$ cat src/rtl/bp_pkg.sv
// bp_pkg: shared encodings, widths and saturating helpers for the branch predictor
package bp_pkg;
  typedef enum logic [1:0] {SNT = 2'd0, WNT = 2'd1, WT = 2'd2, ST = 2'd3} ctr_t;
  localparam ctr_t PHT_RESET = WNT;
  localparam int PERF_W = 16;
  function automatic logic [1:0] sat_inc2(input logic [1:0] c);
    return (c == 2'd3) ? c : c + 2'd1;
  endfunction
  function automatic logic [1:0] sat_dec2(input logic [1:0] c);
    return (c == 2'd0) ? c : c - 2'd1;
  endfunction
endpackage

$ cat src/rtl/branch_target_buffer.sv
// branch_target_buffer: direct-mapped target cache indexed and tagged by word-aligned PC
module branch_target_buffer #(
  parameter int PC_W  = 32,
  parameter int IDX_W = 4
) (
  input  logic            clock,
  input  logic            reset,
  input  logic [PC_W-3:0] rd_pc,
  output logic            rd_hit,
  output logic [PC_W-1:0] rd_target,
  input  logic            wr_en,
  input  logic [PC_W-3:0] wr_pc,
  input  logic [PC_W-1:0] wr_target
);
  localparam int N     = 1 << IDX_W;
  localparam int TAG_W = PC_W - 2 - IDX_W;
  logic [N-1:0]     valid;
  logic [TAG_W-1:0] tags    [N];
  logic [PC_W-1:0]  targets [N];
  logic [IDX_W-1:0] rd_idx, wr_idx;
  assign rd_idx    = rd_pc[IDX_W-1:0];
  assign wr_idx    = wr_pc[IDX_W-1:0];
  assign rd_hit    = valid[rd_idx] && tags[rd_idx] == rd_pc[PC_W-3:IDX_W];
  assign rd_target = targets[rd_idx];
  always_ff @(posedge clock or negedge reset)
    if (!reset) begin
      valid   <= '0;
      tags    <= '{default: '0};
      targets <= '{default: '0};
    end else if (wr_en) begin
      valid[wr_idx]   <= 1'b1;
      tags[wr_idx]    <= wr_pc[PC_W-3:IDX_W];
      targets[wr_idx] <= wr_target;
    end
endmodule

$ cat src/rtl/gshare_predictor.sv
// gshare_predictor: gshare direction PHT plus BTB, mispredict detection and perf counters
module gshare_predictor
  import bp_pkg::*;
#(
  parameter int GHR_W     = 5,
  parameter int PC_W      = 32,
  parameter int BTB_IDX_W = 4
) (
  input  logic              clock,
  input  logic              reset,
  input  logic [PC_W-1:0]   pc_F,
  input  logic [GHR_W-1:0]  ghr_F,
  output logic              predict_taken_F,
  output logic [PC_W-1:0]   predict_target_F,
  input  logic              update_en,
  input  logic [PC_W-1:0]   update_pc,
  input  logic [GHR_W-1:0]  update_ghr,
  input  logic              update_taken,
  input  logic [PC_W-1:0]   update_target,
  input  logic              pred_taken_E,
  input  logic [PC_W-1:0]   pred_target_E,
  output logic              mispredict_E,
  output logic [PC_W-1:0]   redirect_pc_E,
  output logic [PERF_W-1:0] branch_count,
  output logic [PERF_W-1:0] mispredict_count
);
  logic [1:0]       pht [1 << GHR_W];
  logic [GHR_W-1:0] rd_idx, wr_idx;
  logic             btb_hit;
  logic [PC_W-1:0]  btb_target;
  assign rd_idx = pc_F[GHR_W+1:2] ^ ghr_F;
  assign wr_idx = update_pc[GHR_W+1:2] ^ update_ghr;
  branch_target_buffer #(.PC_W(PC_W), .IDX_W(BTB_IDX_W)) u_btb (
    .clock     (clock),
    .reset     (reset),
    .rd_pc     (pc_F[PC_W-1:2]),
    .rd_hit    (btb_hit),
    .rd_target (btb_target),
    .wr_en     (update_en && update_taken),
    .wr_pc     (update_pc[PC_W-1:2]),
    .wr_target (update_target)
  );
  assign predict_taken_F  = pht[rd_idx][1] && btb_hit;
  assign predict_target_F = predict_taken_F ? btb_target : pc_F + PC_W'(4);
  assign mispredict_E     = update_en && (update_taken != pred_taken_E ||
                            (update_taken && pred_taken_E && update_target != pred_target_E));
  assign redirect_pc_E    = update_taken ? update_target : update_pc + PC_W'(4);
  always_ff @(posedge clock or negedge reset)
    if (!reset) begin
      pht              <= '{default: 2'(PHT_RESET)};
      branch_count     <= '0;
      mispredict_count <= '0;
    end else begin
      if (update_en)
        pht[wr_idx] <= update_taken ? sat_inc2(pht[wr_idx]) : sat_dec2(pht[wr_idx]);
      if (update_en && branch_count != '1)
        branch_count <= branch_count + 1'b1;
      if (mispredict_E && mispredict_count != '1)
        mispredict_count <= mispredict_count + 1'b1;
    end
endmodule

$ cat config.mk
export PLATFORM = sky130hd
export DESIGN_NAME = gshare_predictor
export DESIGN_NICKNAME = d
export VERILOG_FILES = /design/src/rtl/bp_pkg.sv /design/src/rtl/branch_target_buffer.sv /design/src/rtl/gshare_predictor.sv
export SDC_FILE = /design/constraint.sdc
export NUM_CORES = 2
export LEC_CHECK = 0
export BUFFER_PORTS_ARGS = -buffer_cell sky130_fd_sc_hd__buf_4
export CAP_MARGIN = 5
export CORE_MARGIN = 2
export CORE_UTILIZATION = 54
export CTS_CLUSTER_SIZE = 25
export DETAILED_ROUTE_END_ITERATION = 10
export PLACE_DENSITY = 0.73
export SYNTH_ARGS = -nofsm -noshare
export SYNTH_HDL_FRONTEND = slang
export SYNTH_SLANG_ARGS = --single-unit
$ cat constraint.sdc
create_clock -name clock -period 5 [get_ports clock]
set_input_delay 1 -clock clock [delete_from_list [all_inputs] [get_ports clock]]
set_output_delay 1 -clock clock [all_outputs]
set_load 0.02 [all_outputs]
==> results.cfg <==
[sta]
grt_setup_unrepaired = true
fin_skew_ps = 21.0
fmax_mhz = 195
period_share_pct = 102
setup_ws_ps = -123
worst_pin_slew_ps = 992
period_needed_ps = 5120
drv_slew = 0
relSlewSlack_pct = 33.9
setup_violations = 32
hold_viol = 0
holdWs_ps = 361

[power]
leakagePower_nw = 26.4
combPwrFrac_pct = 20.2
cellPowerDensity_mw_per_mm2 = 419
power_mw = 24.7
switchingPower_mw = 6.57
p_clk_share_pct = 34.1
ir_drop_v = 0.000309
sequentialPowerShare_pct = 45.7
p_sw_share_pct = 26.6
p_int_mw = 18.1

[route]
dr.first_iter.drc_count = 3071
dr_wl_met3_mm = 12.0
wl_met2_mm = 69.9
wl_met1_mm = 62.5
wl_per_cell_microns = 29.6
finalWirelength_mm = 149
drc = 0
vias = 32119
first_pass_iters = 5
top_layer = met5
avgViaCountPerCell = 6.36
drtAntennaViolNets = 0

[global_routing]
antenna_found_initial = 13
grt_pass1_vias = 32426
gr-total-overflow = 0
grt.total_usage_pct = 31.5
grt_max_degree = 111
grt_pass1_wl_mm = 220

[yosys]
synth.distinct_cells = 73
syn_inst = 3444
ys_seq_area_share_pct = 51.7
yosys.area_share.simple_pct = 3.86
synth.area.mux_share_pct = 36.9
syn_area_sq_mm = 0.0504
synth_fa_ha_area_share_pct = 0.238
synth-edff-count = 0
synthXorXnorAreaFrac_pct = 2.64
synth_top_family_by_area = multiplexers
syn_avg_cell_area_sq_um = 14.6
ys.flop_type = dfrtp_1
synth.net_count = 3595
synth-compound-area-share_pct = 1.79
ys_async_sr_fraction_pct = 100
yosys_warnings = 0
ys_seq_elements = 1040

[clocking]
cts_tree = done
htree_levels = 3
clk_pin_slew_ps = 60
cts-root-buf = clkbuf_16
numCtsBuffers = 109
worstSkewPairLatency_ps = 690
hold_buffers = 0
cts_sinks = 1040
clk_path_buf_depth = 3

[place]
dpl.hpwl_mm = 94.8
io_buffers = 240
gp_congestion = 0.962
place_area_sq_mm = 0.0546
placed_cells = 4830

[finish]
layout_commonest_cell = dfrtp_1
postLayoutCoreUtil_pct = 63.4
fin_area_sq_mm = 0.0589
final_cell_mix = dfrtp_1 (1,008), mux2_2 (1,001), buf_4 (392)
drive_above_1_share_pct = 53.6
syn2layout_area_growth_pct = 16.8
finalNetCount = 3857
instances_no_fill = 5054
n_fill_cell = 6764

[setup_path]
cp-end-kind = primary output
path_cells = buf_16 > buf_8 > mux4_2 > a2bb2oi_2 > nand4_1 > and3_4 > or4b_4 > nor4_4 > nand4_4 > buf_8 > buf_16 > mux2_4 > buf_6
slowest_stage = mux4_2
cp.buffers_inverters = 5
path_class = input pin to primary output
slowest_delay_ps = 540
arrival_ps = 4120
path_delay_family = simple AND/OR/NAND/NOR gates
required_ps = 4000
rrSetupSlack_ps = 2150
cp-start-kind = input pin
crit_fanout = 8

[outcome]
status = finished with violations
failed_checks = setup timing

[run]
drv_cap = 0

[floorplanning]
start_util_pct = 54.3
die_w_microns = 310
fp-row-count = 112
die_area_sq_mm = 0.0958
die_h_microns = 310
core_sq_mm = 0.0929
io_pins = 241

[worst_hold_path]
hold_class = input pin to async pin
layout make-up:
cell class	instances	area (sq um)	area share, %
repair buffers	475	4350	7.38
multi-input cells	2056	23100	39.2
diodes	7	17.5	0.0297
inverters	24	92.6	0.157
clock inverters	41	522	0.886
well taps	1254	1570	2.66
flip-flops and latches	1040	26100	44.3
clock buffers	157	3170	5.38
path summary, 6_finish.rpt:
kind / startpoint / endpoint / depth (start not counted)
max in group asynchronous: reset / u_btb.targets[152] / 2
worst max register to register: pht[48] / pht[49] / 6
min in group clock: u_btb.valid[14] / u_btb.valid[14] / 1
worst max-delay path: pc_F[2] / predict_target_F[31] / 13
worst min register to register: u_btb.valid[14] / u_btb.valid[14] / 1
worst min-delay path: reset / branch_count[6] / 1
sequential cells by signal (all words and copies together), names as in the netlist:
| name | count |
|---|---|
| u_btb.valid | 16 |
| u_btb.tags | 416 |
| mispredict_count | 16 |
| u_btb.targets | 512 |
| pht | 64 |
| branch_count | 16 |
routing by layer:
layer	vias up	track usage [%]
met4	12	9.53
li1	13161	-
met3	272	6.72
met2	1352	49.0
met1	17322	45.0
met5	-	0
power by group through the flow:
stage,Sequential [mW],Clock (mW),Combinational [mW]
CTS,11.2,8.48,4.97
detailed placement,11.4,0,4.89
floorplan,11.1,0,3.39
finish,11.3,8.40,5.00
global placement,11.3,0,4.77
global route,11.5,8.84,5.31
timing repair:
item	4_1_cts	5_1_grt
cloned	5	0
resized for setup	54	21
buffers inserted	6	10
endpoints found under the setup margin	32	32
pin swaps	3	8
cells by family after synthesis:
| group | Yosys count |
|---|---|
| AO/OA/AOI/OAI | 133 |
| multiplexers | 1382 |
| XOR/XNOR | 148 |
| AND/OR/NAND/NOR | 383 |
| buffers and inverters | 348 |
| adder cells (fa/ha/maj) | 10 |
| flip-flops | 1040 |
per-stage QoR:
step | setup TNS [ps] | worst slack (ps)
6_report | -2510 | -123
5_1_grt | -2370 | -112
4_1_cts | -42.1 | -10.8
3_5_place_dp | -3920 | -142
3_3_place_gp | -2880 | -100
2_1_floorplan | 0 | 229
synth_stat cells (all sizes together), types with 11 or more instances:
cell type	instances	area, sq um
mux4	264	5990
a21oi	11	55.1
inv	23	86.3
nand2	101	379
nand2b	19	119
buf	84	468
nor2	85	327
nand3	50	250
or2	17	106
nor4	12	90.1
a22oi	13	97.6
mux2i	86	861
dfstp	32	841
mux2	1032	11700
nand4	33	213
xnor2	92	821
xor2	56	509
and3	13	81.3
clkbuf	240	901
o22ai	12	75.1
dfrtp	1008	25200
nor3	14	70.1
o21ai	42	210
(Power assumes the default switching activity.)
